[config.mk]
export PLATFORM = sky130hd
export DESIGN_NAME = car_sensor_event_sequencer
export DESIGN_NICKNAME = d
export VERILOG_FILES = /design/src/rtl/car_sensor_event_sequencer.sv
export SDC_FILE = /design/constraint.sdc
export NUM_CORES = 1
export LEC_CHECK = 0
export ABC_AREA = 1
export ABC_CLOCK_PERIOD_IN_PS = 6100
export BUFFER_PORTS_ARGS = -buffer_cell sky130_fd_sc_hd__buf_2
export CAP_MARGIN = 20
export CORE_MARGIN = 10
export CORE_UTILIZATION = 60
export DETAILED_ROUTE_END_ITERATION = 6
export PLACE_DENSITY = 0.82
export SLEW_MARGIN = 10
export SYNTH_ARGS = -nofsm -noshare
export SYNTH_HDL_FRONTEND = slang
export SYNTH_SLANG_ARGS = --single-unit
[constraint.sdc]
create_clock -name clk -period 6.1 [get_ports clk]
set_input_delay 0.305 -clock clk [delete_from_list [all_inputs] [get_ports clk]]
set_output_delay 0.305 -clock clk [all_outputs]
set_load 0.01 [all_outputs]
[src/rtl/car_sensor_event_sequencer.sv]
// Avalon-MM master servicing an edge-capture PIO and
// queueing timestamped sensor events in a FWFT FIFO.
module car_sensor_event_sequencer #(
  parameter int SENS_W = 8,
  parameter int TS_W = 24,
  parameter int FIFO_DEPTH = 16,
  parameter logic [SENS_W-1:0] INIT_MASK = 8'hFF
) (
  input  logic clk,
  input  logic reset_n,
  input  logic enable,
  output logic [1:0] pio_address,
  output logic pio_chipselect,
  output logic pio_write_n,
  output logic [31:0] pio_writedata,
  input  logic [31:0] pio_readdata,
  input  logic pio_irq,
  output logic evt_valid,
  input  logic evt_ready,
  output logic [TS_W+SENS_W-1:0] evt_data,
  output logic [$clog2(FIFO_DEPTH):0] evt_count,
  output logic overflow,
  input  logic overflow_clr
);
  localparam int AW = $clog2(FIFO_DEPTH);
  localparam int CW = AW + 1;
  localparam int EW = TS_W + SENS_W;

  typedef enum logic [2:0] {
    S_INIT,
    S_IDLE,
    S_RD_ADDR,
    S_RD_DATA,
    S_CLEAR,
    S_PUSH
  } state_t;

  state_t state;
  state_t state_nxt;

  logic [TS_W-1:0] ts;
  logic [TS_W-1:0] ts_evt;
  logic [SENS_W-1:0] bits;
  logic cs_c;
  logic wn_c;
  logic [1:0] addr_c;
  logic [31:0] wd_c;
  logic start;

  logic push;
  logic pop;
  logic full;
  logic accept;
  logic drop;
  logic [EW-1:0] mem [FIFO_DEPTH];
  logic [AW-1:0] wr_ptr;
  logic [AW-1:0] rd_ptr;

  assign start = (state == S_IDLE) && pio_irq && enable;

  always_ff @(posedge clk or negedge reset_n) begin
    if (!reset_n) begin
      state  <= S_INIT;
      ts     <= '0;
      ts_evt <= '0;
      bits   <= '0;
    end else begin
      state <= state_nxt;
      ts    <= ts + TS_W'(1);
      if (start) begin
        ts_evt <= ts;
      end
      if (state == S_RD_DATA) begin
        bits <= pio_readdata[SENS_W-1:0];
      end
    end
  end

  always_comb begin
    state_nxt = state;
    cs_c      = 1'b0;
    wn_c      = 1'b1;
    addr_c    = 2'd0;
    wd_c      = 32'd0;
    unique case (state)
      S_INIT: begin
        cs_c      = 1'b1;
        wn_c      = 1'b0;
        addr_c    = 2'd2;
        wd_c      = 32'(INIT_MASK);
        state_nxt = S_IDLE;
      end
      S_IDLE: begin
        if (start) begin
          state_nxt = S_RD_ADDR;
        end
      end
      S_RD_ADDR: begin
        cs_c      = 1'b1;
        addr_c    = 2'd3;
        state_nxt = S_RD_DATA;
      end
      S_RD_DATA: begin
        // nothing captured means the irq was spurious
        if (pio_readdata[SENS_W-1:0] == '0) begin
          state_nxt = S_IDLE;
        end else begin
          state_nxt = S_CLEAR;
        end
      end
      S_CLEAR: begin
        cs_c      = 1'b1;
        wn_c      = 1'b0;
        addr_c    = 2'd3;
        wd_c      = 32'(bits);
        state_nxt = S_PUSH;
      end
      S_PUSH: begin
        state_nxt = S_IDLE;
      end
      default: begin
        state_nxt = S_INIT;
      end
    endcase
  end

  // INIT is the reset state, so the strobes are held off while in reset
  assign pio_chipselect = cs_c & reset_n;
  assign pio_write_n    = wn_c | ~reset_n;
  assign pio_address    = reset_n ? addr_c : 2'd0;
  assign pio_writedata  = reset_n ? wd_c : 32'd0;

  assign push      = (state == S_PUSH);
  assign evt_valid = (evt_count != '0);
  assign pop       = evt_valid && evt_ready;
  assign full      = (evt_count == CW'(FIFO_DEPTH));
  assign accept    = push && (!full || pop);
  assign drop      = push && full && !pop;
  assign evt_data  = mem[rd_ptr];

  always_ff @(posedge clk) begin
    if (accept) begin
      mem[wr_ptr] <= {ts_evt, bits};
    end
  end

  always_ff @(posedge clk or negedge reset_n) begin
    if (!reset_n) begin
      wr_ptr    <= '0;
      rd_ptr    <= '0;
      evt_count <= '0;
      overflow  <= 1'b0;
    end else begin
      if (accept) begin
        wr_ptr <= wr_ptr + AW'(1);
      end
      if (pop) begin
        rd_ptr <= rd_ptr + AW'(1);
      end
      case ({accept, pop})
        2'b10:   evt_count <= evt_count + CW'(1);
        2'b01:   evt_count <= evt_count - CW'(1);
        default: evt_count <= evt_count;
      endcase
      overflow <= drop | (overflow & ~overflow_clr);
    end
  end

endmodule

==> results.toml, run 1 <==
[outcome]
status = "completed"

[setup_path]
critical_path_arrival_ps = 3480
critPathRequiredTime_ps = 5790
r2r_cells = 6
cp_cell_sequence = "buf_4 -> o21ai_0 -> o221ai_1 -> nand3_1 -> nand2_1 -> buf_2"
cp_slowest_cell = "sky130_fd_sc_hd__dfrtp_4"
timing.critical_path.to_type = "output pin"
timing.setup.critical_path_class = "flip-flop to output pin"
path_max_fanout = 111
crit_path_max_incr_delay_ps = 1140
timing.critical_path.from_type = "flip-flop"

[cts]
clk_path_buf_depth = 3
tritoncts = "yes"
numCtsBuffers = 54
cell_chosen_for_the_clock_root = "sky130_fd_sc_hd__clkbuf_16"
post_cts.resized_instances = 0
tritoncts_num_sinks = 585
clk_latency_ps = 600
clock_transition_at_the_register_clock_pins_on_the_worst_setup_and_hold_paths_after_cts_ps = 60
clock_tree.htree_level_count = 2

[power_and_ir_drop]
power_frac_comb = 0.274
power_per_cell_area_nw_per_um2 = 447
power.leakage_nw = 9.66
vdd_ir_drop_max_v = 0.000339
switchingPower_w = 0.00399
power.internal_w = 0.00764
pwr-share-clk = 0.278
power.share.switching = 0.343
power.sequential.fraction = 0.448

[timing]
transition_time_at_the_pin_with_the_least_slew_margin_ps = 1120
finClkSkew_ps = 17.5
final_slew_viol_count = 0
final.hold.worst_slack_ps = 134
timing.final.setup_violations = 0
relSlewSlack = 0.252
finalWorstPathRequiredPeriod_ps = 3780
fin_tns_setup_ps = 0
period_share = 0.620
timing.final.hold_violations = 0
rsz0062_at_grt = "no"
fmax_mhz = 264

[yosys]
synth_commonest_cells = "sky130_fd_sc_hd__edfxtp_1 (512), sky130_fd_sc_hd__nor2_1 (221), sky130_fd_sc_hd__o21ai_0 (142)"
synth_enable_flop_cells = 512
synth_cells = 1656
synth_largest_area_cell = "sky130_fd_sc_hd__edfxtp_1"
yosys_warnings = 0
yosysSeqAreaShare = 0.733
ys_top_cells_by_area = "sky130_fd_sc_hd__edfxtp_1 (66%), sky130_fd_sc_hd__dfrtp_1 (7.8%), sky130_fd_sc_hd__mux2i_1 (4.3%)"
yosysMostFrequentCell = "sky130_fd_sc_hd__edfxtp_1"
asyncSetResetFlopFracSynth = 0.125
postSynthRegisterBits = 585
mappedNetlistArea_um2 = 23500
synth.distinct_cells = 39
yosys_most_used_dff = "sky130_fd_sc_hd__edfxtp_1"
yosys_top_cell_area_share = 0.655
post_synth.cell_area_avg_um2 = 14.2

[grt]
grt_usage = 0.215
antenna_violations_before_repair = 0
wire_length_of_the_first_global_routing_pass_um = 79100
via_count_of_the_first_global_routing_pass = 14089
largest_net_degree_at_the_start_of_global_routing = 142
grt_overflow_total = 0

[detailed_routing]
first_iter_violations = 1665
wire_per_inst_um = 22.8
vias_per_cell = 6.22
detail_route.wirelength_um = 51700
drt_pass1_iterations = 5
antenna_left = 0
vias = 14124
final_routed_drc_violation_total = 0

[layout]
p_r_area_growth_vs_syn_pct = 10.8
fin_nets = 1754
multi_input_combinational_cell_area_um2 = 5600
nFillCells = 2446
area_used_by_sequential_logic_in_the_layout_um2 = 17200
post_route_cells_drive_above_1_share = 0.124
antenna_cells_inserted = 0

[floorplanning]
initial_core_util = 0.607
die_h_um = 218
core.rowCount = 72
floorplan.die.width_um = 218
core_area_um2 = 38600
fp.dieArea_um2 = 47400
io_pins = 113

[placement]
routabilityCongestion = 0.821
port-buffer-count = 64
hpwl_detailed_um = 26700

[worst_hold_path]
worst_hold_path_type = "input port to flip-flop"
min_path_cells = 4

[job]
drv_cap = 0
==> cell families after synthesis <==
| logic type | synth area share |
|---|---|
| AOI/OAI and AO/OA | 0.0894 |
| muxes | 0.0469 |
| xor gates and xnor gates | 0.0116 |
| buffers and inverters | 0.0374 |
| other | 0.000160 |
| adders and majority gates | 0.00373 |
| and+or+nand+nor | 0.0779 |
| DFF | 0.733 |
==> final cells by class <==
class | count | area share
sequential | 585 | 0.662
tap | 518 | 0.0249
multi-input combinational | 916 | 0.215
inverter | 53 | 0.00775
timing repair buffer | 99 | 0.0244
clock inverter | 32 | 0.00977
clock buffer | 67 | 0.0559
==> per-layer routing <==
metal / routed length (um) / vias up / track usage / share of wire
li1: - / 6265 / - / -
met1: 20700 / 7041 / 0.281 / 0.40
met2: 25400 / 700 / 0.355 / 0.49
met3: 4300 / 118 / 0.0390 / 0.083
met4: 1310 / 0 / 0.0759 / 0.025
met5: 0 / - / 0 / 0
==> stage by stage <==
| stage | instances | util | cell area (um2) | worst slack, ps | total power, W |
|---|---|---|---|---|---|
| 2_1_floorplan | 1679 | - | 23600 | 3310 | 0.00738 |
| 4_1_cts | 2270 | 0.673 | 26000 | 2310 | 0.0117 |
| 3_5_place_dp | 2161 | 0.626 | 24200 | 3060 | 0.00844 |
| 6_report | 2270 | 0.673 | 26000 | 2320 | 0.0116 |
| 3_3_place_gp | 2161 | 0.626 | 24200 | 3140 | 0.00829 |
| 5_1_grt | 2270 | 0.673 | 26000 | 2060 | 0.0122 |
==> sequential cells by signal (all words and copies together) (netlist names), 3 cells and up <==
register   count
ts            24
mem          512
state          3
evt_count      5
bits           8
wr_ptr         4
rd_ptr         4
ts_evt        24
==> path summary, 6_finish.rpt <==
path | from | endpoint | slack, ps
min in group asynchronous | reset_n | state[1] | 420
max | rd_ptr[1] | evt_data[20] | 2320
max reg2reg | state[1] | mem[4][19] | 3360
min | evt_ready | overflow | 130
max in group asynchronous | reset_n | rd_ptr[2] | 4940
min reg2reg | ts[0] | ts[0] | 480
==> power groups by stage <==
stage	clock network [W]	registers (W)	logic (W)
5_1_grt	0.00343	0.00525	0.00349
2_1_floorplan	0	0.00499	0.00239
6_report	0.00323	0.00521	0.00319
3_3_place_gp	0	0.00525	0.00304
3_5_place_dp	0	0.00528	0.00316
4_1_cts	0.00327	0.00519	0.00320
==> worst max-delay path: cells and delay by family, from the launching register on <==
family / cells / cell delay [ps]
flip-flops: 1 / 1140
buffers and inverters: 2 / 870
AO/OA/AOI/OAI: 2 / 560
AND/OR/NAND/NOR: 2 / 300
==> placed cells by master (no fill, tap or decap), types with 2 or more instances in the layout <==
cell / count
sky130_fd_sc_hd__nand2_1: 113
sky130_fd_sc_hd__o21ai_1: 25
sky130_fd_sc_hd__xor2_1: 30
sky130_fd_sc_hd__nand4_1: 11
sky130_fd_sc_hd__nand2_2: 5
sky130_fd_sc_hd__buf_12: 2
sky130_fd_sc_hd__o22ai_1: 9
sky130_fd_sc_hd__edfxtp_1: 512
sky130_fd_sc_hd__mux2_1: 6
sky130_fd_sc_hd__dfrtp_1: 70
sky130_fd_sc_hd__nor3_2: 3
sky130_fd_sc_hd__nor2_1: 205
sky130_fd_sc_hd__inv_6: 3
sky130_fd_sc_hd__nand3_2: 4
sky130_fd_sc_hd__bufinv_16: 3
sky130_fd_sc_hd__nor3_1: 15
sky130_fd_sc_hd__clkinvlp_4: 2
sky130_fd_sc_hd__mux2_2: 2
sky130_fd_sc_hd__dlygate4sd3_1: 10
sky130_fd_sc_hd__inv_2: 6
sky130_fd_sc_hd__ha_1: 7
sky130_fd_sc_hd__clkinv_2: 12
sky130_fd_sc_hd__nor2_4: 21
sky130_fd_sc_hd__buf_2: 63
sky130_fd_sc_hd__conb_1: 24
sky130_fd_sc_hd__nand3_1: 45
sky130_fd_sc_hd__buf_4: 24
sky130_fd_sc_hd__o221ai_1: 101
sky130_fd_sc_hd__dfrtp_4: 3
sky130_fd_sc_hd__inv_1: 44
sky130_fd_sc_hd__clkinv_1: 12
sky130_fd_sc_hd__o211ai_1: 19
sky130_fd_sc_hd__o32ai_1: 19
sky130_fd_sc_hd__mux2i_1: 101
sky130_fd_sc_hd__clkbuf_16: 56
sky130_fd_sc_hd__o21ai_0: 142
sky130_fd_sc_hd__nor2_2: 2
sky130_fd_sc_hd__clkbuf_1: 10
==> what timing repair did <==
item	CTS	global route
hold buffers	10	0
hold endpoints to repair	82	0
setup buffers	0	0
endpoints found under the setup margin	0	0
(Power assumes the default switching activity.)
==> run 2, diff against run 1 <==
--- a/config.mk
+++ b/config.mk
@@ -6,13 +6,13 @@
 export NUM_CORES = 1
 export LEC_CHECK = 0
 export ABC_AREA = 1
-export ABC_CLOCK_PERIOD_IN_PS = 6100
+export ABC_CLOCK_PERIOD_IN_PS = 3400
 export BUFFER_PORTS_ARGS = -buffer_cell sky130_fd_sc_hd__buf_2
 export CAP_MARGIN = 20
 export CORE_MARGIN = 10
-export CORE_UTILIZATION = 60
+export CORE_UTILIZATION = 55
 export DETAILED_ROUTE_END_ITERATION = 6
-export PLACE_DENSITY = 0.82
+export PLACE_DENSITY = 0.79
 export SLEW_MARGIN = 10
 export SYNTH_ARGS = -nofsm -noshare
 export SYNTH_HDL_FRONTEND = slang
==> constraint.sdc (replaced) <==
create_clock -name clk -period 3.4 [get_ports clk]
set_input_delay 0.17 -clock clk [delete_from_list [all_inputs] [get_ports clk]]
set_output_delay 0.17 -clock clk [all_outputs]
set_load 0.01 [all_outputs]
==> results.toml, run 2 (synthesis gave the netlist of run 1 again) <==
[outcome]
status = "completed"

[floorplanning]
initial_core_util = 0.558
core.rowCount = 75
floorplan.die.width_um = 227
fp.dieArea_um2 = 51300
io_pins = 113
core_area_um2 = 42000
die_h_um = 227

[setup_path]
timing.setup.critical_path_class = "flip-flop to output pin"
critical_path_arrival_ps = 3040
r2r_cells = 6
startpoint = "rd_ptr[1]"
timing.critical_path.max_delay_family = "flip-flops"
worstReg2RegStart = "state[1]"
critPathRequiredTime_ps = 3230
critical_path_cell_count = 6
rr_endpoint = "mem[0][8]"
crit_path_max_incr_delay_ps = 1030
timing.critical_path.from_type = "flip-flop"
critPathCapture = "evt_data[7]"
critPathBufInv = 2
cp_cell_sequence = "buf_4 -> o21ai_0 -> o221ai_1 -> nand3_1 -> nand2_1 -> buf_2"
path_max_fanout = 82
cp_slowest_cell = "sky130_fd_sc_hd__dfrtp_4"
timing.reg2reg.setup_slack_ps = 720
timing.critical_path.to_type = "output pin"

[grt]
grt_usage = 0.207
wire_length_of_the_first_global_routing_pass_um = 81500
antenna_violations_before_repair = 0
via_count_of_the_first_global_routing_pass = 14109
grt_overflow_total = 0
largest_net_degree_at_the_start_of_global_routing = 139

[layout]
largest_reg_flops = 512
final_common_cell = "sky130_fd_sc_hd__edfxtp_1"
p_r_area_growth_vs_syn_pct = 12.7
max_flop_register = "mem"
nFillCells = 2913
final_area_um2 = 26500
area_used_by_sequential_logic_in_the_layout_um2 = 17200
layout.cells.most_common_list = "sky130_fd_sc_hd__edfxtp_1 (512), sky130_fd_sc_hd__nor2_1 (205), sky130_fd_sc_hd__o21ai_0 (142), sky130_fd_sc_hd__nand2_1 (113)"
largest_registers = "mem (512), ts (24), ts_evt (24)"
post_route_cells_drive_above_1_share = 0.132
antenna_cells_inserted = 0
multi_input_combinational_cell_area_um2 = 5600
fin_nets = 1776

[placement]
hpwl_detailed_um = 29700
routabilityCongestion = 0.844
port-buffer-count = 64
place_ws_ps = 778
post_dp_cell_area_um2 = 24500

[cts]
postCtsSetupBuffers = 0
clock_tree.htree_level_count = 2
numCtsBuffers = 55
tritoncts_num_sinks = 585
tritoncts = "yes"
clock_transition_at_the_register_clock_pins_on_the_worst_setup_and_hold_paths_after_cts_ps = 60
post_cts.resized_instances = 0
clk_path_buf_depth = 3
clk_latency_ps = 610
cell_chosen_for_the_clock_root = "sky130_fd_sc_hd__clkbuf_16"

[power_and_ir_drop]
finalPower_w = 0.0215
power.leakage_nw = 9.86
power_per_cell_area_nw_per_um2 = 812
vdd_ir_drop_max_v = 0.000713

[timing]
timing.final.hold_violations = 0
relSlewSlack = 0.384
fmax_mhz = 311
timing.final.setup_violations = 0
finClkSkew_ps = 28.9
final.hold.worst_slack_ps = 308
period_share = 0.945
final_slew_viol_count = 0
transition_time_at_the_pin_with_the_least_slew_margin_ps = 924
final.setup.worst_slack_ps = 187
fin_tns_setup_ps = 0
finalWorstPathRequiredPeriod_ps = 3210
rsz0062_at_grt = "no"

[detailed_routing]
detail_route.wirelength_um = 53000
met2_wirelength_um = 25700
wire_per_inst_um = 22.9
route.top_layer_used = "met4"
met3_length_um = 4900
vias = 14207
vias_per_cell = 6.13
first_iter_violations = 2027
final_routed_drc_violation_total = 0
antenna_left = 0
m1WireLength_um = 21100
drt_pass1_iterations = 5

[job]
drv_cap = 0

[worst_hold_path]
worst_hold_path_type = "input port to async pin"
run 2: changes by cell type in the layout (fill, tap and decap cells not counted), sizes merged:
| cell | before | now |
|---|---|---|
| buf | 89 | 107 |
| bufinv | 3 | 6 |
| clkbuf | 67 | 76 |
| clkinv | 26 | 21 |
| dlygate4sd3 | 10 | 13 |
| inv | 54 | 52 |
run 2: how the worst min path moves through the flow:
| stage | endpoint | depth (start not counted) |
|---|---|---|
| 3_3_place_gp | ts_evt[0] | 1 |
| 2_1_floorplan | bits[0] | 0 |
| 5_1_grt | ts_evt[18] | 3 |
| 4_1_cts | state[1] | 3 |
| 6_report | wr_ptr[0] | 3 |
| 3_5_place_dp | ts[0] | 1 |
run 2: layout make-up:
type                            count  area share
Clock buffer                       76      0.0581
Clock inverter                     28      0.0112
Inverter                           53     0.00762
Multi-Input combinational cell    916       0.212
Sequential cell                   585       0.651
Tap cell                          539      0.0255
Timing Repair Buffer              120      0.0350
run 2: routing by layer:
| metal | track usage | vias to the layer above |
|---|---|---|
| met5 | 0 | - |
| met4 | 0.0684 | 0 |
| met3 | 0.0443 | 115 |
| met2 | 0.331 | 708 |
| met1 | 0.277 | 7053 |
| li1 | - | 6331 |
run 2: repair_timing:
item                                    CTS  global route
endpoints found under the setup margin    0             0
hold buffers                             13             0
hold endpoints to repair                 54             0
run 2: tightest hold or removal path: stages:
cell,delay (ps)
sky130_fd_sc_hd__dlygate4sd3_1,530
sky130_fd_sc_hd__buf_4,130
sky130_fd_sc_hd__buf_4,570
run 2: power breakdown:
group | switching (W) | total [W] | internal, W
clock | 0.00257 | 0.00618 | 0.00361
sequential | 0.000831 | 0.00931 | 0.00848
combinational | 0.00390 | 0.00599 | 0.00208
run 2: stage by stage:
step	util	cells
after floorplan	-	1679
after global placement	0.582	2200
after detailed placement	0.582	2200
after CTS	0.629	2317
after global routing	0.629	2317
final	0.629	2317
==> run 3, diff against run 2 <==
--- a/config.mk
+++ b/config.mk
@@ -10,9 +10,9 @@
 export BUFFER_PORTS_ARGS = -buffer_cell sky130_fd_sc_hd__buf_2
 export CAP_MARGIN = 20
 export CORE_MARGIN = 10
-export CORE_UTILIZATION = 55
+export CORE_UTILIZATION = 32
 export DETAILED_ROUTE_END_ITERATION = 6
-export PLACE_DENSITY = 0.79
+export PLACE_DENSITY = 0.53
 export SLEW_MARGIN = 10
 export SYNTH_ARGS = -nofsm -noshare
 export SYNTH_HDL_FRONTEND = slang
==> results.toml, run 3 (synthesis gave the netlist of run 1 again) <==
[setup_path]
timing.setup.critical_path_class = "flip-flop to output pin"
critPathBufInv = 2
crit_path_max_incr_delay_ps = 800
timing.critical_path.to_type = "output pin"
path_max_fanout = 37
cp_slowest_cell = "sky130_fd_sc_hd__dfrtp_4"
critPathRequiredTime_ps = 3230
critical_path_arrival_ps = 2820
timing.critical_path.max_delay_family = "flip-flops"
cp_cell_sequence = "buf_4 -> nor2_1 -> o32ai_1 -> o211ai_1 -> nand2_1 -> buf_2"
timing.critical_path.from_type = "flip-flop"

[cts]
postCtsSetupBuffers = 0
numCtsBuffers = 57
clk_latency_ps = 620
cell_chosen_for_the_clock_root = "sky130_fd_sc_hd__clkbuf_16"
clock_transition_at_the_register_clock_pins_on_the_worst_setup_and_hold_paths_after_cts_ps = 60
tritoncts_num_sinks = 585
clock_tree.htree_level_count = 2
post_cts_hold_buffer_count = 11
post_cts.resized_instances = 0
tritoncts = "yes"
clk_path_buf_depth = 3

[floorplanning]
core_area_um2 = 72800
fp.dieArea_um2 = 84600
floorplan.die.width_um = 291
die_h_um = 291
io_pins = 113
initial_core_util = 0.322
core.rowCount = 99

[layout]
layout.cells.most_common_list = "sky130_fd_sc_hd__edfxtp_1 (512), sky130_fd_sc_hd__nor2_1 (205), sky130_fd_sc_hd__o21ai_0 (142), sky130_fd_sc_hd__nand2_1 (113)"
antenna_cells_inserted = 0
largest_reg_flops = 512
multi_input_combinational_cell_area_um2 = 5600
post_layout_nonfiller_instances = 2738
largest_registers = "mem (512), ts (24), ts_evt (24)"
max_flop_register = "mem"
post-route-util = 0.372
nFillCells = 6895
final_area_um2 = 27100
post_route_cells_drive_above_1_share = 0.137
area_used_by_sequential_logic_in_the_layout_um2 = 17200
final_common_cell = "sky130_fd_sc_hd__edfxtp_1"
p_r_area_growth_vs_syn_pct = 15.3
fin_nets = 1775

[power_and_ir_drop]
power.internal_w = 0.0143
switchingPower_w = 0.00754
pwr-share-clk = 0.291
power.sequential.fraction = 0.430
vdd_ir_drop_max_v = 0.000767
power_frac_comb = 0.279
power.share.switching = 0.345
power.leakage_nw = 9.90
power_per_cell_area_nw_per_um2 = 808

[placement]
routabilityCongestion = 0.744
port-buffer-count = 64
post_dp_cell_area_um2 = 25100
hpwl_detailed_um = 32300
placed_cells_incl_taps = 2619

[grt]
grt_usage = 0.129
wire_length_of_the_first_global_routing_pass_um = 85100
via_count_of_the_first_global_routing_pass = 13725
largest_net_degree_at_the_start_of_global_routing = 71
grt_overflow_total = 0
antenna_violations_before_repair = 1

[timing]
finalWorstPathRequiredPeriod_ps = 2990
timing.final.setup_violations = 0
fmax_mhz = 335
transition_time_at_the_pin_with_the_least_slew_margin_ps = 845
timing.final.hold_violations = 0
relSlewSlack = 0.437
rsz0062_at_grt = "no"
fin_tns_setup_ps = 0
period_share = 0.878
final_slew_viol_count = 0
finClkSkew_ps = 18.1

[outcome]
status = "completed"

[detailed_routing]
vias = 13663
first_iter_violations = 980
wire_per_inst_um = 20.6
antenna_left = 0
detail_route.wirelength_um = 56300
drt_pass1_iterations = 5
vias_per_cell = 4.99
final_routed_drc_violation_total = 0

[worst_hold_path]
worst_hold_path_type = "input port to async pin"

[job]
drv_cap = 0
## run 3: path summary, 6_finish.rpt
| check | end | cells past startpoint | start | slack, ps |
|---|---|---|---|---|
| setup / recovery | evt_data[28] | 6 | rd_ptr[0] | 410 |
| hold / removal | ts[3] | 2 | reset_n | 90 |
| setup reg to reg | mem[2][11] | 6 | state[1] | 820 |
| hold reg to reg | ts[22] | 1 | ts[22] | 480 |
| max in group asynchronous | wr_ptr[3] | 3 | reset_n | 2380 |
| min in group clk | rd_ptr[0] | 3 | evt_ready | 100 |
## run 3: cell type report
cell class | instances | area share
Multi-Input combinational cell | 916 | 0.207
Tap cell | 959 | 0.0443
Sequential cell | 585 | 0.636
Clock inverter | 34 | 0.0127
Inverter | 53 | 0.00744
Clock buffer | 74 | 0.0573
Timing Repair Buffer | 117 | 0.0350
## run 3: worst register-to-register path, delay by kind of cell (launching register included)
kind	cells	cell delay, ps
DFF	1	420
buffers and inverters	2	430
and+or+nand+nor	4	1440
## run 3: power groups by stage
stage	Sequential, W	Clock [W]	Combinational [W]
floorplan	0.00895	0	0.00429
global placement	0.00952	0	0.00614
detailed placement	0.00956	0	0.00621
CTS	0.00941	0.00652	0.00625
global route	0.00950	0.00682	0.00678
finish	0.00940	0.00636	0.00609
## run 3: metal layers
metal	track usage	vias up	share of wire
met4	0.0324	2	0.020
li1	-	6320	-
met5	0	-	0.00018
met3	0.0241	82	0.047
met2	0.219	312	0.49
met1	0.167	6947	0.44
## run 3: metrics by stage
stage          setup slack (ps)  hold WS, ps  total power [W]
2_1_floorplan               607         -126           0.0132
3_5_place_dp                762          210           0.0158
3_3_place_gp                843          194           0.0157
4_1_cts                     332         70.8           0.0222
6_report                    414         93.0           0.0219
5_1_grt                     148          114           0.0231
